--- src/rtl/multi_button_sync_pkg.sv ---
// Shared types and default parameter values for the multi-channel button synchronizer.
package multi_button_sync_pkg;

  typedef enum logic [1:0] {
    ST_IDLE       = 2'd0,
    ST_PRESS_PEND = 2'd1,
    ST_HELD       = 2'd2,
    ST_REL_PEND   = 2'd3
  } btn_state_e;

  localparam int DEF_N_CH            = 4;
  localparam int DEF_SYNC_STAGES     = 2;
  localparam int DEF_DEBOUNCE_CYCLES = 16;
  localparam int DEF_REPEAT_DELAY    = 1000;
  localparam int DEF_REPEAT_PERIOD   = 250;

endpackage

--- src/rtl/button_sync_channel.sv ---
// One button channel: input synchronizer, debounce FSM and registered press/release pulses.
// Auto-repeat while held is built only when MULTI_BUTTON_SYNC_REPEAT_EN is defined.
module button_sync_channel
  import multi_button_sync_pkg::*;
#(
  parameter int SYNC_STAGES     = DEF_SYNC_STAGES,
  parameter int DEBOUNCE_CYCLES = DEF_DEBOUNCE_CYCLES
`ifdef MULTI_BUTTON_SYNC_REPEAT_EN
  ,
  parameter int REPEAT_DELAY    = DEF_REPEAT_DELAY,
  parameter int REPEAT_PERIOD   = DEF_REPEAT_PERIOD
`endif
) (
  input  logic clk,
  input  logic rst_n,
  input  logic bi,
  output logic bo,
  output logic br,
  output logic level
);

  localparam int CW = $clog2(DEBOUNCE_CYCLES + 1);
  localparam logic [CW-1:0] CNT_LAST = CW'(DEBOUNCE_CYCLES - 1);
  localparam logic [CW-1:0] CNT_SAT  = CW'(DEBOUNCE_CYCLES);

  logic [SYNC_STAGES-1:0] sync_q;
  logic                   synced;
  btn_state_e             state_q, state_d;
  logic [CW-1:0]          cnt_q, cnt_d, cnt_inc;
  logic                   bo_q, bo_d, br_q, br_d;

  // NOTE: sequential state uses non-blocking assignments so every flop samples pre-edge values.
  always_ff @(posedge clk or negedge rst_n) begin
    if (!rst_n) sync_q <= '0;
    else        sync_q <= {sync_q[SYNC_STAGES-2:0], bi};
  end

  assign synced  = sync_q[SYNC_STAGES-1];
  assign cnt_inc = (cnt_q == CNT_SAT) ? cnt_q : cnt_q + CW'(1);

`ifdef MULTI_BUTTON_SYNC_REPEAT_EN
  localparam int RMAX = (REPEAT_DELAY > REPEAT_PERIOD) ? REPEAT_DELAY : REPEAT_PERIOD;
  localparam int RW   = $clog2(RMAX + 1);

  logic [RW-1:0] rpt_q, rpt_d, rpt_last;
  logic          rep_q, rep_d;  // first repeat already issued in this hold

  assign rpt_last = rep_q ? RW'(REPEAT_PERIOD - 1) : RW'(REPEAT_DELAY - 1);

  always_ff @(posedge clk or negedge rst_n) begin
    if (!rst_n) begin
      rpt_q <= '0;
      rep_q <= 1'b0;
    end else begin
      rpt_q <= rpt_d;
      rep_q <= rep_d;
    end
  end
`endif

  always_ff @(posedge clk or negedge rst_n) begin
    if (!rst_n) begin
      state_q <= ST_IDLE;
      cnt_q   <= '0;
      bo_q    <= 1'b0;
      br_q    <= 1'b0;
    end else begin
      state_q <= state_d;
      cnt_q   <= cnt_d;
      bo_q    <= bo_d;
      br_q    <= br_d;
    end
  end

  // NOTE: every signal driven here gets a default first, so no path can infer a latch.
  always_comb begin
    state_d = state_q;
    cnt_d   = cnt_q;
    bo_d    = 1'b0;
    br_d    = 1'b0;
`ifdef MULTI_BUTTON_SYNC_REPEAT_EN
    rpt_d   = rpt_q;
    rep_d   = rep_q;
`endif
    case (state_q)
      ST_IDLE: begin
        if (synced) begin
          state_d = ST_PRESS_PEND;
          cnt_d   = '0;
        end
      end
      ST_PRESS_PEND: begin
        if (!synced) begin
          state_d = ST_IDLE;
          cnt_d   = '0;
        end else if (cnt_q == CNT_LAST) begin
          state_d = ST_HELD;
          cnt_d   = '0;
          bo_d    = 1'b1;
`ifdef MULTI_BUTTON_SYNC_REPEAT_EN
          rpt_d   = '0;
          rep_d   = 1'b0;
`endif
        end else begin
          cnt_d = cnt_inc;
        end
      end
      ST_HELD: begin
        if (!synced) begin
          state_d = ST_REL_PEND;
          cnt_d   = '0;
`ifdef MULTI_BUTTON_SYNC_REPEAT_EN
          rpt_d   = '0;
          rep_d   = 1'b0;
`endif
        end
`ifdef MULTI_BUTTON_SYNC_REPEAT_EN
        else if (rpt_q == rpt_last) begin
          bo_d  = 1'b1;
          rpt_d = '0;
          rep_d = 1'b1;
        end else begin
          rpt_d = rpt_q + RW'(1);
        end
`endif
      end
      ST_REL_PEND: begin
        if (synced) begin
          state_d = ST_HELD;
          cnt_d   = '0;
        end else if (cnt_q == CNT_LAST) begin
          state_d = ST_IDLE;
          cnt_d   = '0;
          br_d    = 1'b1;
        end else begin
          cnt_d = cnt_inc;
        end
      end
      default: begin
        state_d = ST_IDLE;
        cnt_d   = '0;
      end
    endcase
  end

  assign bo    = bo_q;
  assign br    = br_q;
  assign level = (state_q == ST_HELD) || (state_q == ST_REL_PEND);

endmodule

--- src/rtl/multi_button_sync.sv ---
// N_CH independent debounced button channels with press/release pulses and levels.
// Auto-repeat is enabled by defining MULTI_BUTTON_SYNC_REPEAT_EN.
module multi_button_sync
  import multi_button_sync_pkg::*;
#(
  parameter int N_CH            = DEF_N_CH,
  parameter int SYNC_STAGES     = DEF_SYNC_STAGES,
  parameter int DEBOUNCE_CYCLES = DEF_DEBOUNCE_CYCLES,
  parameter int REPEAT_DELAY    = DEF_REPEAT_DELAY,
  parameter int REPEAT_PERIOD   = DEF_REPEAT_PERIOD
) (
  input  logic            Clk,
  input  logic            Rst_n,
  input  logic [N_CH-1:0] Bi,
  output logic [N_CH-1:0] Bo,
  output logic [N_CH-1:0] Br,
  output logic [N_CH-1:0] Level
);

  if (N_CH < 1 || N_CH > 32 || SYNC_STAGES < 2 || DEBOUNCE_CYCLES < 1 ||
      REPEAT_DELAY < 1 || REPEAT_PERIOD < 1) begin : g_bad_param
    $error("multi_button_sync: parameter out of range");
  end

  for (genvar i = 0; i < N_CH; i++) begin : g_ch
    button_sync_channel #(
      .SYNC_STAGES     (SYNC_STAGES),
      .DEBOUNCE_CYCLES (DEBOUNCE_CYCLES)
`ifdef MULTI_BUTTON_SYNC_REPEAT_EN
      ,
      .REPEAT_DELAY    (REPEAT_DELAY),
      .REPEAT_PERIOD   (REPEAT_PERIOD)
`endif
    ) u_channel (
      .clk   (Clk),
      .rst_n (Rst_n),
      .bi    (Bi[i]),
      .bo    (Bo[i]),
      .br    (Br[i]),
      .level (Level[i])
    );
  end

endmodule

--- config.mk ---
export PLATFORM = sky130hd
export DESIGN_NAME = multi_button_sync
export DESIGN_NICKNAME = d
export VERILOG_FILES = /design/src/rtl/multi_button_sync_pkg.sv /design/src/rtl/button_sync_channel.sv /design/src/rtl/multi_button_sync.sv
export SDC_FILE = /design/constraint.sdc
export NUM_CORES = 1
export LEC_CHECK = 0
export BUFFER_PORTS_ARGS = -buffer_cell sky130_fd_sc_hd__buf_4
export CAP_MARGIN = 5
export CORE_ASPECT_RATIO = 1.2
export CORE_MARGIN = 10
export CORE_UTILIZATION = 55
export DETAILED_ROUTE_END_ITERATION = 8
export PLACE_DENSITY = 0.74
export SYNTH_ARGS = -nofsm -noshare
export SYNTH_HDL_FRONTEND = slang
export SYNTH_SLANG_ARGS = --single-unit
--- constraint.sdc ---
create_clock -name Clk -period 4.6 [get_ports Clk]
set_clock_uncertainty 0.1 [all_clocks]
set_input_delay 0.46 -clock Clk [delete_from_list [all_inputs] [get_ports Clk]]
set_output_delay 0.46 -clock Clk [all_outputs]
set_load 0.01 [all_outputs]
# After elaboration in Yosys (flattened, before gate mapping)
# Cells that the tools add are included.
dict set report totals {
  reg_bits 44
  elab_cells 152
  inputBits 6
}
dict set report op_classes {
  reduce_logical 16
  n_eq_ne 36
  n_mux 76
  n_addsub 4
}
# cell count
set op_table {}
lappend op_table {{5-bit two-way mux} 24}
lappend op_table {{5-bit one-hot mux with 4 select lines} 4}
lappend op_table {{2-bit two-way mux} 24}
lappend op_table {{2-bit one-hot mux with 4 select lines} 4}
lappend op_table {{5-bit by 1-bit adder with 5-bit output (second input constant)} 4}
lappend op_table {{5-bit by 4-bit equality test with 1-bit output (second input constant)} 4}
lappend op_table {{5-bit equality test (second input constant)} 4}
lappend op_table {{1-bit two-way mux} 20}
lappend op_table {{2-bit equality test (second input constant)} 8}
lappend op_table {{4-bit AND reduction} 4}
lappend op_table {{3-bit by 1-bit != test with 1-bit output (second input constant)} 4}
lappend op_table {{3-bit != test (second input constant)} 4}
lappend op_table {{2-bit by 1-bit equality test with 1-bit output (second input constant)} 4}
lappend op_table {{2-bit logical NOT} 4}
lappend op_table {{2-bit by 1-bit != test with 1-bit output (second input constant)} 4}
lappend op_table {{2-bit != test (second input constant)} 4}
lappend op_table {{2-bit AND reduction} 4}
lappend op_table {{1-bit logical OR} 4}

# Logic depth before layout (Yosys ltp)
# Gate-level depths: netlist (run 1).
dict set report depth {
  depth_word 5
  depth_mapped 6
  depth_no_buf 6
}

# Hierarchy
# From an unflattened synthesis (run 1), not the netlist that was laid out.
dict set report unflattened {
  cells_unflattened 188
  hier_area_um2 2292.2
}
# module instances area_per_inst_um2 seq_area_each_um2 cells_each
set by_module_without_submodules {}
lappend by_module_without_submodules {button_sync_channel 4 573.0 275.3 47}

# Least setup slack after synthesis (run 1)
# No wires, ideal clock.
dict set report synth_timing {
  kind {register to register}
  start {register g_ch[1].u_channel.cnt_q[0]}
  end {register g_ch[1].u_channel.cnt_q[3]}
  t_arrival_ns 1.535
  path_slack_ns 2.901
  n_path_buf 0
  stages_incl_launch_ff 7
  setup_time_ns 0.064
  period_less_slack_ns 1.699
  cell_sequence {dfrtp_1 > ha_1 > and3_1 > ha_1 > nor2b_1 > nor4b_1 > a211o_1}
}
dict set report synth_via {
  elab_chain_cells 5
}
# item line_no
set synth_lines {}
lappend synth_lines {{start, declared} button_sync_channel.sv:29} ;# logic [CW-1:0] cnt_q, cnt_d, cnt_inc;
lappend synth_lines {{start signal, assigned} button_sync_channel.sv:69} ;# cnt_q <= cnt_d;
lappend synth_lines {{5-bit by 1-bit adder with 5-bit output / 5-bit equality test (equally long branches)} button_sync_channel.sv:39} ;# assign cnt_inc = (cnt_q == CNT_SAT) ? cnt_q : cnt_q + CW'(1);
lappend synth_lines {{5-bit two-way mux} button_sync_channel.sv:39}
lappend synth_lines {{5-bit two-way mux *} {button_sync_channel.sv:96, button_sync_channel.sv:131}}
lappend synth_lines {{5-bit two-way mux, on equally long branches} {button_sync_channel.sv:128, button_sync_channel.sv:93}}
lappend synth_lines {{5-bit one-hot mux with 4 select lines *} button_sync_channel.sv:85} ;# case (state_q)
# Every way passes the cells marked *; elsewhere a longest branch is shown, timed or not.
# A chain may end at the register's enable or synchronous reset.

# Worst setup path in the final report (run 1)
# Same ends and word-level chain as after synthesis.

==> impl_metrics.json, run 1 <==
{
  "crit_path_top_delay_cell": "dfrtp_1",
  "r2r_end": "g_ch[1].u_channel.cnt_q[3]$_DFFE_PN0P_",
  "syn_avg_cell_area_um2": 11.8,
  "post_cts_buffers": 0,
  "post_cts_resized": 0,
  "final-seq-area_mm2": 0.00110,
  "relSlewSlack": 0.637,
  "cp_max_fo": 5,
  "avgViaCountPerCell": 5.53,
  "placementRows": 25,
  "placed_cells": 241,
  "dp_hpwl_um": 2590,
  "num_antenna_cells": 0,
  "tightest_slew_ns": 0.544,
  "hold_buffers": 0,
  "rr_worst_depth": 6,
  "root_buffer": "clkbuf_8",
  "path_cells": "ha_1 > and3_1 > ha_1 > nor2b_1 > nor4b_1 > a211o_1",
  "power_density_mw_per_mm2": 327,
  "cp_slowest_stage_delay_ns": 0.43,
  "wire_per_inst_um": 14.2,
  "fmax_mhz": 518,
  "synth_top_cell_area_share": 0.502,
  "fin_crit_ns": 1.93,
  "synthTopCellsByArea": "dfrtp_1, ha_1, buf_4",
  "coreArea_mm2": 0.00391,
  "synthArstFlopShare": 1.00,
  "r2r_slack_ns": 2.67,
  "status": "complete, no violations",
  "initial_utilization": 0.561,
  "nFillCells": 331,
  "synth_cells": 186,
  "drt-initial-drc-count": 38,
  "post-place-ws_ns": 2.73,
  "ys_seq_elements": 44,
  "synth_area_mm2": 0.00219,
  "final_common_cell": "dfrtp_1",
  "vias": 1378,
  "yosysWarnings": 0,
  "grt_use_total": 0.113,
  "fin_tns_setup_ns": 0,
  "grt_start_max_net_pins": 45,
  "max_cap_violations": 0,
  "leakagePower_uw": 0.00111,
  "rsz0062_at_grt": "false",
  "antenna_found_initial": 0,
  "multi_input_area_um2": 942,
  "htreeDepth": 2,
  "synth_edf_count": 0,
  "port_buffers": 17,
  "wl_um": 3540,
  "fin_cells": 249,
  "drc": 0,
  "clk_latency_ns": 0.30,
  "crit_end": "g_ch[1].u_channel.cnt_q[3]$_DFFE_PN0P_",
  "overflow": 0,
  "cp.required_ns": 4.74,
  "syn_nets": 208,
  "nNetsFinal": 216,
  "synth-seq-area-share": 0.502,
  "final_layout_size_suffix_gt1_frac": 0.169,
  "setup_viol": 0,
  "worstSetupEndpointType": "flop",
  "first_pass_iters": 4,
  "area_growth_pct": 8.39,
  "cts_tree": "yes",
  "yosys.area.top_type": "dfrtp_1",
  "startpoint": "g_ch[1].u_channel.cnt_q[0]$_DFFE_PN0P_",
  "mostFrequentLayoutCells": "dfrtp_1, buf_4, ha_1, inv_1, nor3b_1",
  "fin_crit_sh": 0.420,
  "chipWidth_um": 77.6,
  "finalHoldViolations": 0,
  "fp.dieH_um": 89.2,
  "crit_arrival_ns": 2.07,
  "synth_cell_types": 40,
  "cts.sinks": 44,
  "cts_buffers": 5,
  "ioPinCount": 18,
  "startpoint_type": "flop",
  "clk_path_buf_depth": 2,
  "r2r-start": "g_ch[1].u_channel.cnt_q[0]$_DFFE_PN0P_",
  "crit_type": "reg -> reg",
  "ant_nets": 0,
  "hold_class": "in -> async",
  "layout_setup_ws_ns": 2.67,
  "total_power_uw": 778,
  "grt_pass1_vias": 1498,
  "grt_pass1_wl_um": 6350,
  "critPathMostFrequentCell": "ha_1",
  "gp_congestion": 0.887,
  "vdd_drop_max_v": 0.000183,
  "dieArea_mm2": 0.00692,
  "clk_pin_slew_worst_paths_ns": 0.08,
  "synth_flop_cell": "dfrtp_1",
  "slew_violations": 0
}
==> flip-flops by register name (all words and copies together) (netlist names), named ones only <==
register	flops
g_ch.u_channel.cnt_q	20
g_ch.u_channel.sync_q	8
g_ch.u_channel.bo	4
g_ch.u_channel.br	4
g_ch.u_channel.state_q	4
==> critical path, delay by kind of cell (launching register included) <==
kind	cells	cell delay, ns
AO/OA/AOI/OAI	1	0.15
adder cells (fa/ha/maj)	2	0.46
AND/OR/NAND/NOR	3	0.75
flip-flops	1	0.43
==> power by group <==
group | switching [uW] | internal (uW) | total [uW]
Sequential | 28.9 | 411 | 440
Clock | 131 | 122 | 253
Combinational | 45.5 | 40.0 | 85.4
==> stage by stage <==
stage / area [um2] / utilization / hold slack, ns
global placement: 2280 / 0.584 / 0.234
CTS: 2380 / 0.608 / 0.0587
global route: 2380 / 0.608 / 0.0785
finish: 2380 / 0.608 / 0.0306
detailed placement: 2280 / 0.584 / 0.239
floorplan: 2190 / - / 0.0644
==> worst min path at each step <==
stage	startpoint	endpoint	slack, ns	cells past startpoint
2_1_floorplan	Rst_n	async pin	0.06	0
3_3_place_gp	g_ch[3].u_channel.sync_q[0]$_DFF_PN0_	g_ch[3].u_channel.sync_q[1]$_DFF_PN0_	0.23	0
3_5_place_dp	g_ch[0].u_channel.sync_q[0]$_DFF_PN0_	g_ch[0].u_channel.sync_q[1]$_DFF_PN0_	0.24	0
4_1_cts	Rst_n	g_ch[0].u_channel.sync_q[1]$_DFF_PN0_	0.06	1
5_1_grt	Rst_n	g_ch[0].u_channel.sync_q[1]$_DFF_PN0_	0.08	1
6_report	Rst_n	g_ch[0].u_channel.bo$_DFF_PN0_	0.03	1
==> cell usage after synthesis (4+ instances only) <==
master,n
xor2_1,4
nand3_1,7
xnor2_1,6
dfrtp_1,44
ha_1,16
buf_4,12
nand2_1,8
and3_1,4
inv_1,12
a21oi_1,4
o2bb2ai_1,4
a22o_1,4
mux2_2,4
nor3b_1,9
clkbuf_1,4
==> kinds of logic (layout without fill, tap and decap cells) <==
family / Yosys count / after routing / synth area share
and+or+nand+nor: 54 / 54 / 0.167
DFF: 44 / 44 / 0.502
muxes: 4 / 4 / 0.0205
xor gates and xnor gates: 12 / 12 / 0.0548
buffers and inverters: 28 / 37 / 0.0685
AOI/OAI and AO/OA: 28 / 28 / 0.0964
adders and majority gates: 16 / 16 / 0.0913
==> cell type report <==
type | instances | area share
multi-input cells | 114 | 0.396
well taps | 54 | 0.0284
repair buffers | 17 | 0.0537
flip-flops and latches | 44 | 0.463
inverters | 12 | 0.0189
clock inverters | 1 | 0.00316
clock buffers | 7 | 0.0363
==> metal layers <==
layer / up-vias / routed length [um] / global-route usage
met3: 8 / 154 / 0.0322
met1: 687 / 1430 / 0.111
met2: 23 / 1860 / 0.208
met4: 0 / 88 / 0.0648
li1: 660 / - / -
met5: - / 0 / 0
No activity file was read; power rests on OpenSTA's default activity.
==> run 2, diff against run 1 <==
--- a/config.mk
+++ b/config.mk
@@ -5,13 +5,14 @@
 export SDC_FILE = /design/constraint.sdc
 export NUM_CORES = 1
 export LEC_CHECK = 0
+export ABC_AREA = 1
 export BUFFER_PORTS_ARGS = -buffer_cell sky130_fd_sc_hd__buf_4
 export CAP_MARGIN = 5
 export CORE_ASPECT_RATIO = 1.2
 export CORE_MARGIN = 10
-export CORE_UTILIZATION = 55
+export CORE_UTILIZATION = 53
 export DETAILED_ROUTE_END_ITERATION = 8
-export PLACE_DENSITY = 0.74
+export PLACE_DENSITY = 0.75
 export SYNTH_ARGS = -nofsm -noshare
 export SYNTH_HDL_FRONTEND = slang
 export SYNTH_SLANG_ARGS = --single-unit
==> constraint.sdc (replaced) <==
create_clock -name Clk -period 1.6 [get_ports Clk]
set_clock_uncertainty 0.1 [all_clocks]
set_input_delay 0.16 -clock Clk [delete_from_list [all_inputs] [get_ports Clk]]
set_output_delay 0.16 -clock Clk [all_outputs]
set_load 0.01 [all_outputs]
==> run 2 against run 1 <==
Wire length rose by 5.9%. Global-route usage fell by 0.49 points. Sequential share of layout area down 4.5 points.
==> impl_metrics.json, run 2 <==
{
  "setup_viol": 0,
  "final_layout_size_suffix_gt1_frac": 0.219,
  "largestRegisters": "g_ch.u_channel.cnt_q x20, g_ch.u_channel.sync_q x8",
  "fin_crit_sh": 0.982,
  "fin_cells": 344,
  "nNetsFinal": 309,
  "clk_latency_ns": 0.29,
  "drc": 0,
  "grtUsageMet3": 0.0332,
  "synth_area_mm2": 0.00228,
  "first_pass_iters": 4,
  "avgViaCountPerCell": 4.90,
  "critPathMostFrequentCell": "ha_2",
  "overflow": 0,
  "max_cap_violations": 0,
  "cts.sinks": 44,
  "vdd_drop_max_v": 0.000735,
  "status": "complete, no violations",
  "synth-seq-area-share": 0.482,
  "cp_max_fo": 4,
  "startpoint_type": "flop",
  "yosysWarnings": 0,
  "syn_avg_cell_area_um2": 8.52,
  "root_buffer": "clkbuf_8",
  "worstSetupEndpointType": "flop",
  "coreArea_mm2": 0.00420,
  "placementRows": 26,
  "synthTopCellsByCount": "nand2_1, dfrtp_1, inv_1, nor2_1, nand3_1",
  "crit_arrival_ns": 1.66,
  "synth_top_cell_area_share": 0.482,
  "ant_nets": 0,
  "finalHoldViolations": 0,
  "ioPinCount": 18,
  "post-synth-top-count-cell": "nand2_1",
  "cts_tree": "yes",
  "dieArea_mm2": 0.00734,
  "grt_pass1_wl_um": 6530,
  "busiest_layer": "met2",
  "port_buffers": 17,
  "yosys.area.top_type": "dfrtp_1",
  "wl_um": 3740,
  "power_density_mw_per_mm2": 914,
  "clk_path_buf_depth": 2,
  "ys_seq_elements": 44,
  "largest_reg_flops": 20,
  "final_common_cell": "nand2_1",
  "gp_congestion": 0.842,
  "synthArstFlopShare": 1.00,
  "crit_buf_inv": 3,
  "synth_flop_cell": "dfrtp_1",
  "vias": 1685,
  "synth_edf_count": 0,
  "tightest_slew_ns": 0.530,
  "hold_class": "reg -> reg",
  "cts_buffers": 5,
  "crit_type": "reg -> reg",
  "mostFrequentLayoutCells": "nand2_1, dfrtp_1, inv_1, buf_4, nor2_1",
  "clk_pin_slew_worst_paths_ns": 0.09,
  "fin_crit_ns": 1.57,
  "htreeDepth": 2,
  "grt_pass1_vias": 1555,
  "cp_slowest_stage_delay_ns": 0.42,
  "initial_utilization": 0.544,
  "leakagePower_uw": 0.00133,
  "num_antenna_cells": 0,
  "cp.required_ns": 1.69,
  "rsz0062_at_grt": "true",
  "synth_cell_types": 21,
  "drt-initial-drc-count": 79,
  "fin_tns_setup_ns": 0,
  "area_growth_pct": 15.4,
  "chipWidth_um": 79.9,
  "path_delay_family": "flip-flops",
  "met2_usage": 0.179,
  "antenna_found_initial": 0,
  "grt_use_total": 0.108,
  "slew_violations": 0,
  "path_cells": "ha_2 > nand2_2 > nor2_2 > ha_2 > nand2_1 > inv_2 > buf_4 > o21ai_2 > inv_1",
  "fp.dieH_um": 91.9,
  "grt.met1_usage": 0.127,
  "wire_per_inst_um": 10.9,
  "syn_nets": 290,
  "crit_path_top_delay_cell": "dfrtp_1",
  "top_register": "g_ch.u_channel.cnt_q",
  "synth_cells": 268,
  "relSlewSlack": 0.647,
  "synthTopCellsByArea": "dfrtp_1, nand2_1, ha_1",
  "grt_start_max_net_pins": 45,
  "dp_hpwl_um": 2730,
  "total_power_uw": 2410,
  "placed_cells": 327,
  "fmax_mhz": 637,
  "r2r_slack_ns": 0.03
}
==> run 2: cell count changes after synthesis, sizes merged, moves of 6 or more <==
cell and delta:
nor2 +24, o22ai +7, inv +29, nand2 +58
xnor2 -6, nand3 +13, o21ai +7, nor3b -9
==> run 2: logic make-up (layout without fill, tap and decap cells) <==
| kind of cell | Yosys count | in the layout | synth area share |
|---|---|---|---|
| AO/OA/AOI/OAI | 26 | 26 | 0.0647 |
| XOR/XNOR | 4 | 4 | 0.0153 |
| adder cells (fa/ha/maj) | 16 | 16 | 0.0877 |
| buffers and inverters | 57 | 77 | 0.113 |
| flip-flops | 44 | 44 | 0.482 |
| AND/OR/NAND/NOR | 121 | 121 | 0.236 |
==> run 2: per-stage QoR <==
stage | hold WS, ns | cell area (um2) | util | setup WS (ns)
4_1_cts | 0.254 | 2560 | 0.610 | 0.0296
2_1_floorplan | -0.236 | 2280 | - | 0.151
5_1_grt | 0.257 | 2630 | 0.628 | -0.0798
3_3_place_gp | 0.0750 | 2390 | 0.569 | 0.118
3_5_place_dp | 0.0789 | 2390 | 0.569 | 0.0506
6_report | 0.252 | 2630 | 0.628 | 0.0290
==> run 2: repair_timing <==
action                                  4_1_cts  5_1_grt
hold buffers                                  5        0
gates resized for setup                       0       19
hold endpoints to repair                     48        0
buffers inserted                              0        4
endpoints found under the setup margin        0       11
==> run 2: power by group <==
part | switching (uW) | internal (uW) | total (uW) | leakage (uW)
combinational | 171 | 122 | 293 | 0.000687
sequential | 63.6 | 1180 | 1240 | 0.000580
clock | 361 | 510 | 871 | 0.0000614
total | 595 | 1810 | 2410 | 0.00133
==> run 2: final timing paths <==
| kind | start | endpoint | cells after the start |
|---|---|---|---|
| setup / recovery | g_ch[0].u_channel.cnt_q[1]$_DFFE_PN0P_ | flop | 9 |
| setup reg to reg | g_ch[0].u_channel.cnt_q[1]$_DFFE_PN0P_ | flop | 9 |
| hold / removal | g_ch[2].u_channel.sync_q[0]$_DFF_PN0_ | g_ch[2].u_channel.sync_q[1]$_DFF_PN0_ | 0 |
| max in group asynchronous | Rst_n | g_ch[1].u_channel.state_q[0]$_DFFE_PN0P_ | 2 |
| min in group asynchronous | Rst_n | g_ch[1].u_channel.cnt_q[1]$_DFFE_PN0P_ | 2 |
| hold reg to reg | g_ch[2].u_channel.sync_q[0]$_DFF_PN0_ | g_ch[2].u_channel.sync_q[1]$_DFF_PN0_ | 0 |
==> run 2: layout make-up <==
class,instances,area (um2)
tap,56,70.1
inverter,41,154
fill,341,1560
clock buffer,6,82.6
timing repair buffer,28,223
clock inverter,2,38.8
multi-input combinational,167,965
sequential,44,1100
==> run 2: per-layer routing <==
| layer | share of wire | wire (um) |
|---|---|---|
| met4 | 0.0096 | 36 |
| met5 | 0 | 0 |
| met1 | 0.45 | 1690 |
| met2 | 0.49 | 1850 |
| met3 | 0.044 | 166 |
==> run 3, diff against run 2 <==
--- a/config.mk
+++ b/config.mk
@@ -5,14 +5,14 @@
 export SDC_FILE = /design/constraint.sdc
 export NUM_CORES = 1
 export LEC_CHECK = 0
-export ABC_AREA = 1
 export BUFFER_PORTS_ARGS = -buffer_cell sky130_fd_sc_hd__buf_4
 export CAP_MARGIN = 5
 export CORE_ASPECT_RATIO = 1.2
 export CORE_MARGIN = 10
-export CORE_UTILIZATION = 53
+export CORE_UTILIZATION = 55
+export CTS_BUF_LIST = sky130_fd_sc_hd__clkbuf_8
 export DETAILED_ROUTE_END_ITERATION = 8
-export PLACE_DENSITY = 0.75
+export PLACE_DENSITY = 0.77
 export SYNTH_ARGS = -nofsm -noshare
 export SYNTH_HDL_FRONTEND = slang
 export SYNTH_SLANG_ARGS = --single-unit
==> run 3 against run 2 <==
Sequential share of layout area down 4.3 points. Total power rose by 5.6%. Non-clock buffer count is 19 higher. Via count is 10% lower. Combinational power up 49%. Setup slack got worse by 0.079 ns. Design area rose by 11%. Critical path depth decreased by 3. Global-route usage grew 2.6 points. Register-to-register slack worse by 0.08 ns. Hold slack better by 0.0027 ns. Cell count shrank 19%. The run now ends with negative setup slack left.
==> impl_metrics.json, run 3 (synthesized netlist as in run 1, its figures left out) <==
{
  "status": "finished with violations",
  "failed_checks": "negative setup slack",
  "htreeDepth": 2,
  "port_buffers": 17,
  "gp_congestion": 0.829,
  "dp_hpwl_um": 2970,
  "final_layout_size_suffix_gt1_frac": 0.449,
  "slew_violations": 0,
  "grt_pass1_wl_um": 7400,
  "cts_buffers": 5,
  "crit_buf_inv": 0,
  "area_growth_pct": 33.9,
  "chipWidth_um": 77.6,
  "power_density_mw_per_mm2": 865,
  "num_antenna_cells": 0,
  "tightest_slew_ns": 0.547,
  "drc": 0,
  "mostFrequentLayoutCells": "dfrtp_1, buf_4, inv_1, ha_2, nand3_1",
  "antenna_found_initial": 0,
  "crit_path_top_delay_cell": "dfrtp_1",
  "hold_class": "reg -> reg",
  "vias": 1512,
  "finalHoldViolations": 0,
  "cp.required_ns": 1.75,
  "dpl_cell_area_mm2": 0.00246,
  "largest_reg_flops": 20,
  "clk_latency_ns": 0.31,
  "clk_pin_slew_worst_paths_ns": 0.09,
  "final_common_cell": "dfrtp_1",
  "leakagePower_uw": 0.00131,
  "fp.dieH_um": 89.2,
  "cts.sinks": 44,
  "nNetsFinal": 246,
  "clk_path_buf_depth": 2,
  "dieArea_mm2": 0.00692,
  "overflow": 0,
  "max_cap_violations": 0,
  "cp_slowest_stage_delay_ns": 0.41,
  "path_cells": "ha_2 > and3_4 > ha_2 > nand2b_4 > nor4b_4 > a211o_1",
  "startpoint": "g_ch[1].u_channel.cnt_q[1]$_DFFE_PN0P_",
  "initial_utilization": 0.561,
  "crit_type": "reg -> reg",
  "critPathMostFrequentCell": "ha_2",
  "ant_nets": 0,
  "fin_tns_setup_ns": -0.114,
  "top_register": "g_ch.u_channel.cnt_q",
  "grt_pass1_vias": 1605,
  "coreArea_mm2": 0.00391,
  "relSlewSlack": 0.635,
  "path_delay_family": "simple AND/OR/NAND/NOR gates",
  "root_buffer": "clkbuf_8",
  "startpoint_type": "flop",
  "worstSetupEndpointType": "flop",
  "cts_tree": "yes",
  "post-place-ws_ns": -0.125,
  "grt_use_total": 0.134,
  "layout_setup_ws_ns": -0.0499,
  "largestRegisters": "g_ch.u_channel.cnt_q x20, g_ch.u_channel.sync_q x8",
  "placementRows": 25,
  "grt_start_max_net_pins": 45,
  "ioPinCount": 18,
  "rsz0062_at_grt": "true",
  "crit_arrival_ns": 1.80,
  "wire_per_inst_um": 16.8,
  "final_area_mm2": 0.00294,
  "cp_max_fo": 3,
  "fin_crit_ns": 1.65,
  "first_pass_iters": 4,
  "min_from": "g_ch[1].u_channel.sync_q[0]$_DFF_PN0_",
  "setup_viol": 4,
  "drt-initial-drc-count": 108,
  "fmax_mhz": 606,
  "wl_um": 4690,
  "vdd_drop_max_v": 0.000742,
  "avgViaCountPerCell": 5.42,
  "fin_crit_sh": 1.03,
  "r2r-start": "g_ch[1].u_channel.cnt_q[1]$_DFFE_PN0P_"
}
run 3: layout make-up:
cell class / instances / area, um2
Clock buffer: 5 / 68.8
Fill cell: 241 / 973
Timing Repair Buffer: 47 / 373
Inverter: 12 / 47.5
Sequential cell: 44 / 1100
Tap cell: 54 / 67.6
Multi-Input combinational cell: 114 / 1240
Clock inverter: 3 / 42.5
run 3: timing repair:
action,4_1_cts,5_1_grt
gates cloned,0,0
pin swaps,6,14
resized for setup,18,27
endpoints found under the setup margin,15,18
hold buffers,5,0
setup buffers,5,5
endpoints found under the hold margin,48,0
run 3: final timing paths:
check / end / slack (ns) / cells past startpoint
setup / recovery: g_ch[1].u_channel.cnt_q[0]$_DFFE_PN0P_ / -0.05 / 6
hold / removal: g_ch[1].u_channel.sync_q[1]$_DFF_PN0_ / 0.25 / 0
setup reg to reg: g_ch[1].u_channel.cnt_q[0]$_DFFE_PN0P_ / -0.05 / 6
hold reg to reg: g_ch[1].u_channel.sync_q[1]$_DFF_PN0_ / 0.25 / 0
max in group asynchronous: g_ch[0].u_channel.sync_q[1]$_DFF_PN0_ / 0.74 / 2
min in group asynchronous: g_ch[0].u_channel.cnt_q[3]$_DFFE_PN0P_ / 0.29 / 2
run 3: per-layer routing:
metal  vias up  share of wire  GRT usage
met4         0          0.017     0.0648
met3         8          0.046     0.0493
met2        26           0.52      0.229
li1        722              -          -
met1       756           0.42      0.145
met5         -              0          0
run 3: worst register-to-register path: cells and delay by family, from the launching register on:
kind	cells	cell delay, ns
compound gates	1	0.14
fa+ha+maj	2	0.35
simple gates	3	0.59
flops	1	0.41
run 3: per-stage QoR:
stage | utilization | std cells | total power [uW] | hold slack, ns
3_5_place_dp | 0.630 | 256 | 1620 | 0.0887
2_1_floorplan | - | 186 | 1450 | -0.236
4_1_cts | 0.707 | 274 | 2510 | 0.257
3_3_place_gp | 0.630 | 256 | 1590 | 0.0796
5_1_grt | 0.751 | 279 | 2680 | 0.262
6_report | 0.751 | 279 | 2540 | 0.255
run 3: power breakdown:
group	internal, uW	leakage, uW	switching [uW]
clock	462	0.0000541	389
combinational	231	0.000673	206
sequential	1180	0.000579	71.1
total	1870	0.00131	666
